===== src/rtl/wb_shared_arbiter.sv =====
// wb_shared_arbiter: round-robin share of one Wishbone master port between iBus and dBus, with a strobe timeout.
module wb_shared_arbiter #(
  parameter int TIMEOUT = 255
) (
  input  logic        clk,
  input  logic        reset,
  input  logic [29:0] iBusWishbone_ADR,
  input  logic [3:0]  iBusWishbone_SEL,
  input  logic        iBusWishbone_CYC,
  input  logic        iBusWishbone_STB,
  output logic [31:0] iBusWishbone_DAT_MISO,
  output logic        iBusWishbone_ACK,
  output logic        iBusWishbone_ERR,
  input  logic [29:0] dBusWishbone_ADR,
  input  logic [31:0] dBusWishbone_DAT_MOSI,
  input  logic [3:0]  dBusWishbone_SEL,
  input  logic        dBusWishbone_CYC,
  input  logic        dBusWishbone_STB,
  input  logic        dBusWishbone_WE,
  output logic [31:0] dBusWishbone_DAT_MISO,
  output logic        dBusWishbone_ACK,
  output logic        dBusWishbone_ERR,
  output logic [29:0] busWishbone_ADR,
  output logic [31:0] busWishbone_DAT_MOSI,
  output logic [3:0]  busWishbone_SEL,
  output logic        busWishbone_CYC,
  output logic        busWishbone_STB,
  output logic        busWishbone_WE,
  input  logic [31:0] busWishbone_DAT_MISO,
  input  logic        busWishbone_ACK,
  input  logic        busWishbone_ERR
);
  typedef enum logic [1:0] {IDLE, GRANT_I, GRANT_D} state_t;
  state_t state;
  logic last_d;
  logic [15:0] cnt;
  logic gi, gd, own_cyc, own_stb, own_req, rsp_ack, rsp_err, to, i_req, d_req;
  assign gi = state == GRANT_I;
  assign gd = state == GRANT_D;
  assign i_req = iBusWishbone_CYC & iBusWishbone_STB;
  assign d_req = dBusWishbone_CYC & dBusWishbone_STB;
  assign own_cyc = gi ? iBusWishbone_CYC : gd ? dBusWishbone_CYC : 1'b0;
  assign own_stb = gi ? iBusWishbone_STB : gd ? dBusWishbone_STB : 1'b0;
  assign own_req = own_cyc & own_stb;
  assign rsp_ack = own_req & busWishbone_ACK;
  assign rsp_err = own_req & busWishbone_ERR;
  // A slave response in the final cycle beats the timeout.
  assign to = own_req & ~busWishbone_ACK & ~busWishbone_ERR & (cnt == 16'(TIMEOUT - 1));
  assign busWishbone_ADR = gi ? iBusWishbone_ADR : gd ? dBusWishbone_ADR : '0;
  assign busWishbone_SEL = gi ? iBusWishbone_SEL : gd ? dBusWishbone_SEL : '0;
  assign busWishbone_DAT_MOSI = gd ? dBusWishbone_DAT_MOSI : '0;
  assign busWishbone_WE = gd & dBusWishbone_WE;
  assign busWishbone_CYC = own_cyc & ~to;
  assign busWishbone_STB = own_stb & ~to;
  assign iBusWishbone_ACK = gi & rsp_ack;
  assign iBusWishbone_ERR = gi & (rsp_err | to);
  assign dBusWishbone_ACK = gd & rsp_ack;
  assign dBusWishbone_ERR = gd & (rsp_err | to);
  assign iBusWishbone_DAT_MISO = busWishbone_DAT_MISO;
  assign dBusWishbone_DAT_MISO = busWishbone_DAT_MISO;
  always_ff @(posedge clk) begin
    if (reset) begin
      state <= IDLE;
      last_d <= 1'b1;
      cnt <= '0;
    end else if (state == IDLE) begin
      if (i_req && (!d_req || last_d)) begin
        state <= GRANT_I;
        last_d <= 1'b0;
        cnt <= '0;
      end else if (d_req) begin
        state <= GRANT_D;
        last_d <= 1'b1;
        cnt <= '0;
      end
    end else if (rsp_ack || rsp_err || to || !own_cyc) begin
      state <= IDLE;
    end else if (own_stb) begin
      cnt <= cnt + 16'd1;
    end
  end
endmodule


===== config.mk =====
export PLATFORM = sky130hd
export DESIGN_NAME = wb_shared_arbiter
export DESIGN_NICKNAME = d
export VERILOG_FILES = /design/src/rtl/wb_shared_arbiter.sv
export SDC_FILE = /design/constraint.sdc
export NUM_CORES = 1
export LEC_CHECK = 0
export CORE_AREA = 8 8 101 103
export DETAILED_ROUTE_END_ITERATION = 8
export DIE_AREA = 0 0 109 111
export PLACE_DENSITY = 0.82
export SETUP_SLACK_MARGIN = 0.5
export SKIP_LAST_GASP = 1
export SLEW_MARGIN = 25
export SYNTH_ARGS = -nofsm -noshare
export SYNTH_HDL_FRONTEND = slang
export SYNTH_SLANG_ARGS = --single-unit

===== constraint.sdc =====
create_clock -name clk -period 4.8 [get_ports clk]
set_input_delay 0.48 -clock clk [delete_from_list [all_inputs] [get_ports clk]]
set_output_delay 0.48 -clock clk [all_outputs]
set_load 0.02 [all_outputs]

# Word level (Yosys, flattened, before mapping)
# Index checks and enable logic that the tools add are counted.
dict set report op_classes {
  n_reduce_logical 14
  n_eq_ne 5
  addsub 1
  n_bitwise 19
  muxes 20
}
# cell count
set ops {}
lappend ops {{$mux 16} 5}
lappend ops {{$mux 30} 2}
lappend ops {{$mux 32} 1}
lappend ops {{$add 16x1->16 const B} 1}
lappend ops {{$eq 16x8->1 const B} 1}
lappend ops {{$and 1x1->1} 15}
lappend ops {{$mux 2} 4}
lappend ops {{$mux 4} 2}
lappend ops {{$mux 1} 6}
lappend ops {{$reduce_bool 2->1} 3}
lappend ops {{$logic_or 1x1->1} 4}
lappend ops {{$reduce_and 2->1} 2}
lappend ops {{$ne 3x2->1 const B} 1}
lappend ops {{$not 1->1} 3}
lappend ops {{$reduce_and 3->1} 1}
lappend ops {{$eq 2x1->1 const B} 1}
lappend ops {{$eq 2x2->1 const B} 1}
lappend ops {{$logic_not 1->1} 2}
lappend ops {{$logic_not 2->1} 1}
lappend ops {{$ne 2x2->1 const B} 1}
lappend ops {{$logic_and 1x1->1} 1}
lappend ops {{$or 1x1->1} 1}
dict set report totals {
  reg_bits 19
  inputBits 141
  word_cells 62
  out_inout_bits 137
}

# Depth between registers and ports, before layout
# Gate-level depths: netlist (run 1).
dict set report depth {
  word_depth 11
  ltp_mapped 8
  mapped_depth_nobuf 6
}

# Worst setup path before layout (run 1)
# No wires, ideal clock.
dict set report synth_timing {
  path_kind {register to output}
  from {register cnt[0]}
  to {output port busWishbone_CYC}
  path_slack_ps 2599
  n_path_buf 2
  t_arrival_ps 1721
  required_time_ps 4320
  stages_incl_launch_ff 9
  path_cell_list {dfxtp_1 inv_1 ha_1 and4b_1 and4_1 buf_2 buf_4 and2b_1 a21oi_1}
}
dict set report synth_via {
  elab_chain_cells 4
}
# item line
set synth_rtl {}
lappend synth_rtl {{from (decl)} 36} ;# logic [15:0] cnt;
lappend synth_rtl {{from (signal assigned)} 79} ;# cnt <= cnt + 16'd1;
lappend synth_rtl {{$eq 16x8->1} 48} ;# assign to = own_req & ~busWishbone_ACK & ~busWishbone_ERR & (cnt == 16'(TIMEOUT - 1));
lappend synth_rtl {{$and 1x1->1} 48}
lappend synth_rtl {{$not 1->1} 53} ;# assign busWishbone_CYC = own_cyc & ~to;
lappend synth_rtl {{$and 1x1->1} 53}
lappend synth_rtl {{to (decl)} 26} ;# output logic busWishbone_CYC,
# Every way passes these cells.

# Worst setup path in the final report (run 1)
dict set report layout_timing {
  from {register cnt[0]}
  to {output port iBusWishbone_ERR}
}
dict set report layout_via {
  elab_chain_cells 4
}
# item line
set layout_rtl {}
lappend layout_rtl {{$eq 16x8->1} 48}
lappend layout_rtl {{$and 1x1->1} 48}
lappend layout_rtl {{$or 1x1->1} 56} ;# assign iBusWishbone_ERR = gi & (rsp_err | to);
lappend layout_rtl {{$and 1x1->1} 56}
lappend layout_rtl {{to (decl)} 13} ;# output logic iBusWishbone_ERR,
# Every way passes these cells.

==> run_results.csv, run 1 <==
group,metric,value,unit
floorplanning,die_area,12100,sq um
setup_path,startpoint_type,"flip-flop",
synthesis,synth_top_area_cell,"buf_4",
cts,cts-buffers-inserted,3,
sta,fin_skew,5.22,ps
power_and_ir_drop,powerDensity,146,nW/um^2
sta,setup_viol,0,
floorplanning,row_count,34,
sta,final-hold-violation-count,0,
sta,slew_headroom,40.9,%
final_layout,fin_area,3720,sq um
sta,fin_hold_ws,498,ps
setup_path,path_max_fanout,28,
run,maxCapViolCount,0,
routing,drt_pre_antenna_iters,5,
synthesis,ys_warn_count,0,
final_layout,final_cell_count_no_fill,498,
sta,fin_crit,3310,ps
synthesis,synth-edff-count,0,
cts,clock_latency,260,ps
synthesis,ys_types,47,
final_layout,num_antenna_cells,0,
power_and_ir_drop,p_clk_share,21.6,%
synthesis,synthFlopType,"dfxtp_1",
synthesis,yosysMostFrequentCell,"buf_4",
power_and_ir_drop,share_seq_of_total_power,29.8,%
cts,cts_tree,"done",
power_and_ir_drop,power_frac_comb,48.5,%
power_and_ir_drop,intPower,0.371,mW
global_route,grt_max_degree,70,
cts,htree_num_levels,1,
synthesis,avgSynthCellArea,7.94,sq um
global_route,grt_overflow,0,
routing,ant_nets,0,
sta,finalSetupTns,0,ps
placed_design,preCtsSetupSlack,1710,ps
floorplanning,initial_core_util,26.7,%
cts,clock_path_buffers,2,
placed_design,hpwl,8400,um
final_layout,syn_to_final_growth,63.1,%
sta,tightest_slew,887,ps
routing,drc,0,
cts,ctsResizeCount,0,
global_route,grt_first_pass_wirelength,14800,um
worst_hold_path,worstHoldPathType,"reg -> reg",
cts,cts_num_sinks,19,
global_route,track_usage,15.6,%
routing,avgRoutedWirePerCell,20.0,um
routing,vias,2430,
setup_path,crit_start,"cnt[0]",
run_status,outcome,"finished, final reports clean",
power_and_ir_drop,sw_frac_of_total,31.4,%
cts,cts_root_buf,"clkbuf_8",
sta,slew_viol_final,0,
setup_path,endpoint_kind,"output port",
synthesis,synth_common_cells,"65 x buf_4, 36 x and2_1, 35 x a22o_1, 19 x dfxtp_1, 14 x nand2_1",
setup_path,cp-endpoint,"iBusWishbone_ERR",
synthesis,ys_ff_latch,19,
synthesis,synth_area_leaders,"buf_4 21%, dfxtp_1 17%, a22o_1 13%",
power_and_ir_drop,power.total,0.541,mW
sta,setup_ws,1490,ps
cts,cts_setup_buffers,0,
sta,max_clock_freq,0.302,GHz
final_layout,fillers,831,
cts,clk_pin_slew,70,ps
setup_path,required,4320,ps
floorplanning,ios,278,
synthesis,synth_top_cell_area_share,21.4,%
cts,hold_buffers,0,
floorplanning,coreArea,8550,sq um
routing,vias_per_cell,4.88,
setup_path,r2r_cells,6,
setup_path,critPathKind,"reg -> out",
synthesis,synth_area,2280,sq um
setup_path,arrival,2830,ps
floorplanning,die_w,109,um
final_layout,utilization,43.5,%
placed_design,portBuffers,181,
placed_design,placedCellCount,494,
final_layout,drive_gt1_share,5.13,%
placed_design,gp_congestion,0.840,
routing,initialDrtViolationCount,172,
setup_path,r2r_slack,2640,ps
floorplanning,die_h,111,um
synthesis,synth-async-reset-ratio,0,%
power_and_ir_drop,leakage,1.33,nW
synthesis,netlist_instances,287,
setup_path,r2r_start,"cnt[0]",
placed_design,dpl-instance-area,3670,sq um
power_and_ir_drop,p_sw,0.170,mW
final_layout,fin_nets,534,
synthesis,seq_area_frac_synth,16.7,%
setup_path,rr_endpoint,"cnt[13]",
power_and_ir_drop,vdd.ir_drop.worst,0.000109,V
sta,rsz0062_at_grt,"false",
sta,period_share,69.0,%
synthesis,syn_nets,430,
global_route,grt_pass1_vias,2528,
routing,finalWirelength,9960,um
global_route,grt_antenna_before_repair,0,
## worst min-delay path by stage
stage,from,to,slack [ps],cells past startpoint
4_1_cts,cnt[4],cnt[4],500,1
3_3_place_gp,cnt[9],cnt[9],460,2
2_1_floorplan,cnt[14],cnt[14],450,2
3_5_place_dp,cnt[4],cnt[4],480,1
6_report,cnt[14],cnt[14],500,2
5_1_grt,cnt[4],cnt[4],530,1
## state kept, by name, indices dropped and copies added, names as in the netlist
name	count
cnt	16
last_d	1
state	2
## power by group through the flow
stage	registers (mW)	clock network (mW)	logic (mW)
3_5_place_dp	0.165	0	0.262
3_3_place_gp	0.165	0	0.259
5_1_grt	0.162	0.124	0.278
2_1_floorplan	0.165	0	0.176
4_1_cts	0.161	0.119	0.264
6_report	0.161	0.117	0.263
## layout by cell type, fill, tap and decap left out, types with 4 or more instances in the layout
master,Yosys,final
a22o_1,35,35
nand2_1,14,14
a21oi_1,7,7
nor3_1,8,8
clkdlybuf4s50_1,0,181
dfxtp_1,19,19
or3_1,4,4
and2_1,36,36
or2_2,6,6
o211ai_1,4,4
inv_1,4,4
nor2_1,4,4
mux2i_1,6,6
## metal layers
metal,up-vias,global-route usage (%),share of wire [%]
met2,120,27.0,51
met1,1094,16.8,36
li1,1181,-,-
met3,35,5.23,10
met4,0,6.30,3.2
met5,-,0,0
## kinds of logic (layout without fill, tap and decap cells)
| kind of cell | count (synthesis) | in the layout | share of synthesized area (%) |
|---|---|---|---|
| buffers and inverters | 87 | 190 | 25.8 |
| AND/OR/NAND/NOR | 103 | 103 | 28.3 |
| AO/OA/AOI/OAI | 69 | 69 | 25.0 |
| multiplexers | 7 | 7 | 3.13 |
| flip-flops | 19 | 19 | 16.7 |
| adder cells (fa/ha/maj) | 2 | 2 | 1.10 |
## final cells by class
cell class	instances	area (sq um)	area share, %
clock inverter	1	5.00	0.135
sequential	19	380	10.2
multi-input combinational	181	1310	35.3
tap	108	135	3.64
clock buffer	3	41.3	1.11
inverter	4	15.0	0.404
timing repair buffer	182	1830	49.1
## worst max-delay path, cell delays in order, from the launching register on
cell and delay (ps):
dfxtp_1 370, inv_1 80, ha_1 130, and4b_1 160, and4_1 780, a21oi_1 210, nor2b_1 200, clkdlybuf4s50_1 630
Note: power is estimated with default switching activity, not from simulation.
==> run 2: changes to the inputs <==
--- a/config.mk
+++ b/config.mk
@@ -5,10 +5,11 @@
 export SDC_FILE = /design/constraint.sdc
 export NUM_CORES = 1
 export LEC_CHECK = 0
-export CORE_AREA = 8 8 101 103
+export CORE_ASPECT_RATIO = 1.75
+export CORE_MARGIN = 8
+export CORE_UTILIZATION = 24
 export DETAILED_ROUTE_END_ITERATION = 8
-export DIE_AREA = 0 0 109 111
-export PLACE_DENSITY = 0.82
+export PLACE_DENSITY = 0.78
 export SETUP_SLACK_MARGIN = 0.5
 export SKIP_LAST_GASP = 1
 export SLEW_MARGIN = 25
==> constraint.sdc (replaced) <==
create_clock -name clk -period 2.75 [get_ports clk]
set_input_delay 0.275 -clock clk [delete_from_list [all_inputs] [get_ports clk]]
set_output_delay 0.275 -clock clk [all_outputs]
set_load 0.02 [all_outputs]
==> run 2 against run 1 <==
Setup slack got worse by 880 ps. Count of clock-buffer cells in the layout is the same. Flip-flop and latch count unchanged. Clock power rose to 2.6 times the previous value. Largest power group unchanged. Largest cell class unchanged. Global-route usage up 5.0 points. First-iteration DRC count decreased by 23%. Critical path type unchanged. Design area is 3.8% higher. Critical endpoint is now busWishbone_CYC. Sequential power is 75% higher.
==> run_results.csv, run 2 (synthesis gave the netlist of run 1 again) <==
group,metric,value,unit
setup_path,path_max_fanout,31,
final_layout,multi_input_area,1320,sq um
cts,cts_tree,"done",
floorplanning,die_w,89.7,um
global_route,grt_overflow,0,
final_layout,reg_top3,"cnt (16), state (2), last_d (1)",
final_layout,final_cell_count_no_fill,524,
routing,vias,2699,
power_and_ir_drop,p_sw,0.327,mW
global_route,grt_first_pass_wirelength,19300,um
worst_hold_path,hold_depth,1,
power_and_ir_drop,share_seq_of_total_power,26.7,%
placed_design,hpwl,11400,um
placed_design,placedCellCount,516,
final_layout,most-common-layout-cells,"113 x clkdlybuf4s50_1, 51 x dlygate4sd2_1, 36 x and2_1",
worst_hold_path,worstHoldPathType,"reg -> reg",
cts,htree_num_levels,1,
power_and_ir_drop,intPower,0.731,mW
setup_path,cp_slowest_cell,"and2b_4",
power_and_ir_drop,sw_frac_of_total,30.9,%
final_layout,fin_nets,543,
final_layout,seqCellArea,382,sq um
floorplanning,row_count,47,
setup_path,worstPathCellList,"and2b_4 -> bufbuf_16 -> nand2_1 -> a21oi_1 -> clkbuf_2",
setup_path,r2r_slack,760,ps
floorplanning,ios,278,
global_route,grt_max_degree,33,
cts,clock_path_buffers,2,
cts,clock_latency,260,ps
final_layout,top_register,"cnt",
cts,cts_root_buf,"clkbuf_16",
power_and_ir_drop,leakage,1.89,nW
worst_hold_path,hold_start,"cnt[0]",
power_and_ir_drop,powerDensity,274,nW/um^2
setup_path,r2r_start,"cnt[0]",
run,maxCapViolCount,0,
sta,final-hold-violation-count,0,
setup_path,rr_endpoint,"cnt[15]",
floorplanning,coreArea,9350,sq um
setup_path,required,2480,ps
sta,fin_skew,1.73,ps
power_and_ir_drop,vdd.ir_drop.worst,0.000151,V
global_route,grt_antenna_before_repair,8,
setup_path,crit_family,"buffers and inverters",
sta,slew_viol_final,0,
setup_path,critPathKind,"reg -> out",
floorplanning,die_area,13000,sq um
setup_path,endpoint_kind,"output port",
run_status,outcome,"finished, final reports clean",
routing,initialDrtViolationCount,132,
sta,rsz0062_at_grt,"false",
global_route,track_usage,20.6,%
final_layout,fillers,937,
sta,fin_crit,2140,ps
sta,period_share,77.7,%
sta,max_clock_freq,0.468,GHz
placed_design,gp_congestion,0.895,
power_and_ir_drop,p_clk_share,29.3,%
setup_path,crit_buf_inv,2,
cts,hold_buffers,0,
final_layout,drive_gt1_share,8.77,%
routing,finalWirelength,13800,um
routing,drc,0,
worst_hold_path,hold_end,"cnt[0]",
final_layout,final_common_cell,"clkdlybuf4s50_1",
final_layout,largest_reg_flops,16,
sta,setup_viol,0,
setup_path,startpoint_type,"flip-flop",
routing,ant_nets,0,
sta,tightest_slew,507,ps
sta,finalSetupTns,0,ps
floorplanning,initial_core_util,24.4,%
global_route,grt_pass1_vias,2900,
cts,clk_pin_slew,60,ps
sta,slew_headroom,66.1,%
cts,cts_setup_buffers,0,
final_layout,syn_to_final_growth,69.3,%
placed_design,portBuffers,181,
floorplanning,die_h,145,um
routing,vias_per_cell,5.15,
setup_path,critPathMaxStageDelay,360,ps
routing,avgRoutedWirePerCell,26.3,um
cts,cts-buffers-inserted,3,
setup_path,arrival,1860,ps
cts,cts_num_sinks,19,
setup_path,crit_start,"state[0]",
routing,drt_pre_antenna_iters,4,
setup_path,r2r_cells,7,
power_and_ir_drop,power_frac_comb,44.0,%
[run 2: worst max path at each step]
stage,end,slack (ps),cells past startpoint
2_1_floorplan,busWishbone_CYC,750,8
3_3_place_gp,busWishbone_CYC,290,6
3_5_place_dp,busWishbone_CYC,260,6
4_1_cts,busWishbone_CYC,450,7
5_1_grt,busWishbone_CYC,530,5
6_report,busWishbone_CYC,610,5
[run 2: power groups by stage]
| stage | Clock [mW] | Combinational, mW | Sequential (mW) |
|---|---|---|---|
| after detailed placement | 0 | 0.480 | 0.288 |
| after CTS | 0.312 | 0.470 | 0.282 |
| after floorplan | 0 | 0.307 | 0.287 |
| after global placement | 0 | 0.482 | 0.288 |
| after global routing | 0.326 | 0.494 | 0.283 |
| final | 0.310 | 0.466 | 0.282 |
[run 2: worst register-to-register path: cells and delay by family (launching register included)]
kind / cells / cell delay [ps]
and+or+nand+nor: 3 / 930
DFF: 1 / 360
buffers and inverters: 2 / 250
AOI/OAI and AO/OA: 1 / 200
adders and majority gates: 1 / 180
[run 2: layout make-up]
cell class	count	area share (%)
antenna	3	0.195
clock buffer	3	1.95
clock inverter	1	0.130
inverter	4	0.389
multi-input combinational	181	34.2
sequential	19	9.89
tap	122	3.96
timing repair buffer	191	49.3
[run 2: routing by layer]
layer,up-vias,routed length [um],global-route usage [%],part of all wire [%]
li1,1206,-,-,-
met1,1211,4690,21.2,34
met3,68,2660,16.0,19
met4,10,646,9.56,4.7
met5,-,66,0,0.48
met2,204,5720,29.6,41
[run 2: stage by stage]
| step | setup WS, ps | util [%] | cell area, sq um | hold slack (ps) | power, mW |
|---|---|---|---|---|---|
| 2_1_floorplan | 754 | - | 2280 | 422 | 0.594 |
| 3_3_place_gp | 290 | 40.3 | 3760 | 471 | 0.769 |
| 3_5_place_dp | 261 | 40.3 | 3760 | 483 | 0.768 |
| 4_1_cts | 449 | 40.8 | 3810 | 491 | 1.06 |
| 5_1_grt | 534 | 41.2 | 3850 | 494 | 1.10 |
| 6_report | 612 | 41.3 | 3860 | 481 | 1.06 |
[run 2: repair_timing]
| action | 4_1_cts | 5_1_grt |
|---|---|---|
| setup endpoints to repair | 68 | 19 |
| gates cloned | 1 | 0 |
| gates resized for setup | 55 | 23 |
==> patch 1, RTL diff (flow settings as in run 2) <==
Make the reset (`reset`) asynchronous in one clocked block.
--- a/src/rtl/wb_shared_arbiter.sv
+++ b/src/rtl/wb_shared_arbiter.sv
@@ -60,3 +60,3 @@
   assign dBusWishbone_DAT_MISO = busWishbone_DAT_MISO;
-  always_ff @(posedge clk) begin
+  always_ff @(posedge clk or posedge reset) begin
     if (reset) begin
Function: differs if reset is asserted again (counterexample within 4 cycles, from zero or initial values and one cycle with reset high); with reset held inactive, the same outputs for 4 cycles.
==> patch 1 against run 2 <==
Combinational power grew 56%; worst hold slack worse by 0.029 ns; register-to-register slack improved by 0.16 ns; non-clock buffer count increased by 4; critical endpoint is now dBusWishbone_ERR; setup slack got worse by 0.049 ns; sequential power increased by 11%; sequential share of layout area rose by 2.2 points; clock skew about the same; total power rose by 27%; cell count decreased by 0.57%; sequential cell count stayed put; final area up 2.6%; routed wire length is 4.1% lower; area after synthesis increased by 0.82%; highest routed layer unchanged.
==> patch 1: results (changes against run 2) <==
Synth
  – Warning count from the yosys run: 0 (unchanged)
  – Synth Area in Adders: 1.09% (was 1.10%)
  – Post-synthesis sequential area ratio: 20.7% (was 16.7%)
  – Synthesized netlist net count: 422 (was 430)
  – Distinct cell type count after synthesis: 40 (was 47)
  – Syn Area/Cell: 8.24 um2 (was 7.94 um2)
  – Top cells by area, synth: buf_4, dfrtp_1, a22o_1, and2_1, mux2i_1 (was buf_4, dfxtp_1, a22o_1, and2_1, mux2i_1)
  – Compound-Gate Fraction of Synth Area: 18.8% (was 25.0%)
  – Dominant synthesized flop cell: dfrtp_1 (was dfxtp_1)
  – Asr flop ratio synth: 100% (was 0%)
  – Post-synth top cells: buf_4, a22o_1, and2_1 (was buf_4, and2_1, a22o_1)
  – Mux contribution to synthesized area: 6.53% (was 3.13%)

Routing
  – Initial DRT Pass Iterations: 5 (was 4)
  – Drt first-iter violations: 100 (was 132)
  – Post-Route WL: 13200 um (was 13800 um)
  – Vias: 2668 (was 2699)

Cells and area
  – Layout Cells excl Fill: 521 (was 524)
  – Nets: 542 (was 543)

Place
  – Post-DP Area: 3770 um2 (was 3760 um2)
  – Dpl hpwl: 11700 um (was 11400 um)
  – Number of port buffers: 181 (unchanged)
  – RePlAce Congestion: 0.890 (was 0.895)
  – # placed instances: 508 (was 516)
  – Post-Place Worst Slack: 0.195 ns (was 0.261 ns)

Worst setup path
  – Crit path max fanout: 6 (was 31)
  – WP data arrival: 1.91 ns (was 1.86 ns)
  – Family with the most delay on the worst path: simple AND/OR/NAND/NOR gates (was buffers and inverters)

Clocking
  – CTS root buffer: clkbuf_16 (unchanged)

Global route
  – First-pass GRT wire length: 19000 um (was 19300 um)
  – Number of global-route vias before repair: 2854 (was 2900)
  – Total track usage: 19.1% (was 20.6%)

Outcome
  – Outcome: finished clean (unchanged)

Hold path
  – Worst Hold Class: in -> async (was reg -> reg)

Power and ir drop
  – LEAKAGE: 0.00195 uW (was 0.00189 uW)

Timing
  – Skew final: 0.00196 ns (was 0.00173 ns)
  – Max-slew headroom: 50.6% (was 66.1%)
## patch 1: cell types whose count changed after synthesis, sizes merged, moves of 5 or more
| cell | change |
|---|---|
| nand2 | +12 |
| dfrtp | +18 |
| dfxtp | -19 |
| nand4 | +5 |
| nand3 | +6 |
| or2 | -6 |
| mux2i | +9 |
| and4 | -5 |
| a21oi | -6 |
## patch 1: cells by family (layout without fill, tap and decap cells)
kind of cell / count (synthesis) / count (layout)
compound gates: 49 / 49
fa+ha+maj: 2 / 2
buf+inv: 83 / 202
flops: 19 / 19
mux: 15 / 15
other cells: 0 / 1
simple gates: 111 / 111
## patch 1: layer usage
layer	up-vias	track usage (%)	wire length, um
met2	228	28.4	5430
met1	1197	20.0	4740
li1	1164	-	-
met5	-	0.394	91
met3	65	15.5	2430
met4	14	5.53	523
## patch 1: layout make-up
| class | instances | area (um2) |
|---|---|---|
| Clock buffer | 4 | 78.8 |
| Inverter | 3 | 11.3 |
| Fill cell | 963 | 5450 |
| Timing Repair Buffer | 195 | 1930 |
| Tap cell | 122 | 153 |
| Antenna cell | 1 | 2.50 |
| Multi-Input combinational cell | 177 | 1310 |
| Sequential cell | 19 | 480 |
## patch 1: repair_timing
action,CTS,global route
pin swaps,1,1
resized for setup,40,19
buffers inserted,6,2
setup endpoints to repair,72,23
## patch 1: worst paths after layout
check                               from               end  slack (ns)  cells after the start
worst max-delay path              cnt[0]  dBusWishbone_ERR        0.56                      7
worst max register to register  state[1]            cnt[5]        0.92                      5
min in group clk                 cnt[15]           cnt[15]        0.50                      1
worst min register to register   cnt[15]           cnt[15]        0.50                      1
worst min-delay path               reset            cnt[1]        0.45                      2
max in group asynchronous          reset          state[1]        1.78                      2
## patch 1: power breakdown
group          internal (uW)  total [uW]  switching (uW)
registers                297         313            16.6
logic                    380         727             347
clock network            197         300             103
==> patch 2, RTL diff (settings of run 2) <==
Made on the original files. Change the parameter `TIMEOUT` from 255 to 127.
--- a/src/rtl/wb_shared_arbiter.sv
+++ b/src/rtl/wb_shared_arbiter.sv
@@ -2,3 +2,3 @@
 module wb_shared_arbiter #(
-  parameter int TIMEOUT = 255
+  parameter int TIMEOUT = 127
 ) (
Function: no difference found for any inputs over 4 cycles, from zero or initial values and one cycle with reset high; that may be too few to reach the edited logic, so the function may still have changed.
==> patch 2 against run 2 <==
Routed wire length decreased by 0.62%; critical endpoint is now busWishbone_STB; count of clock-buffer cells in the layout did not move; first-iteration DRC count rose by 32%; clock power barely moved; final area up 2.3%; setup slack worse by 0.32 ns; combinational power decreased by 4.9%; sequential cell count did not move; total power is 2.1% lower; area after synthesis rose by 0.88%.
==> patch 2: results (changes against run 2) <==
Power and ir drop
  – Peak supply drop: 0.184 mV (was 0.151 mV)
  – LEAKAGE: 0.00156 uW (was 0.00189 uW)

Outcome
  – Outcome: finished clean (unchanged)

Place
  – Post-DP Area: 3830 um2 (was 3760 um2)
  – Dpl hpwl: 11600 um (was 11400 um)
  – RePlAce Congestion: 0.952 (was 0.895)
  – Post-Place Worst Slack: 0.123 ns (was 0.261 ns)
  – # placed instances: 526 (was 516)

Worst setup path
  – Family with the most delay on the worst path: simple AND/OR/NAND/NOR gates (was buffers and inverters)
  – Slowest stage delay, CP: 0.58 ns (was 0.36 ns)
  – Crit-path slowest cell: or4_4 (was and2b_4)
  – WP data arrival: 2.19 ns (was 1.86 ns)

Cells and area
  – Comb_multi_in: 189 (was 181)
  – Storage element area: 388 um2 (was 382 um2)
  – Signal buffers: 197 (was 191)
  – Nets: 556 (was 543)
  – FFs & Latches: 19 (unchanged)
  – Fraction of area in registers: 9.83% (was 9.89%)
  – Layout non-clock buf frac: 49.6% (was 49.3%)

Global route
  – Total track usage: 19.9% (was 20.6%)
  – Largest net degree at the start of global routing: 38 (was 33)
  – Initial antenna violation count: 1 (was 8)
  – First-pass GRT wire length: 19700 um (was 19300 um)

Routing
  – Wirelength per Cell: 25.7 um (was 26.3 um)

Synth
  – Synthesized netlist net count: 438 (was 430)
  – Syn Area/Cell: 7.80 um2 (was 7.94 um2)
  – Top cells by area, synth: buf_4, dfxtp_1, a22o_1, and2_1, mux2i_1 (unchanged)
  – Compound-Gate Fraction of Synth Area: 22.8% (was 25.0%)
  – Synth Area in Adders: 1.09% (was 1.10%)
  – Post-synth top cells: buf_4, a22o_1, and2_1 (was buf_4, and2_1, a22o_1)
## patch 2: cell count changes in the layout (fill, tap and decap cells not counted), moves of 5 or more
cell and delta:
clkdlybuf4s50_1 +48, dlygate4sd2_1 -41, buf_4 +9, dlymetal6s2s_1 -9
nand3_1 +6, nor4_1 +6, nor3_1 -5
## patch 2: worst paths after layout
kind	startpoint	slack (ns)	to	cells after the start
worst max-delay path	cnt[15]	0.29	busWishbone_STB	5
worst min-delay path	cnt[14]	0.50	cnt[14]	1
worst max register to register	cnt[15]	0.66	cnt[12]	5
worst min register to register	cnt[14]	0.50	cnt[14]	1
## patch 2: routing by layer
metal	share of wire, %	track usage [%]	up-vias
li1	-	-	1241
met1	33	18.6	1285
met2	45	31.8	193
met3	19	16.2	46
met4	2.9	6.54	2
met5	0.088	0	-
## patch 2: power breakdown
group          internal [uW]  leakage [uW]  switching (uW)
logic                    256       0.00136             186
registers                278      0.000156            4.70
clock network            195     0.0000409             115
total                    729       0.00156             306
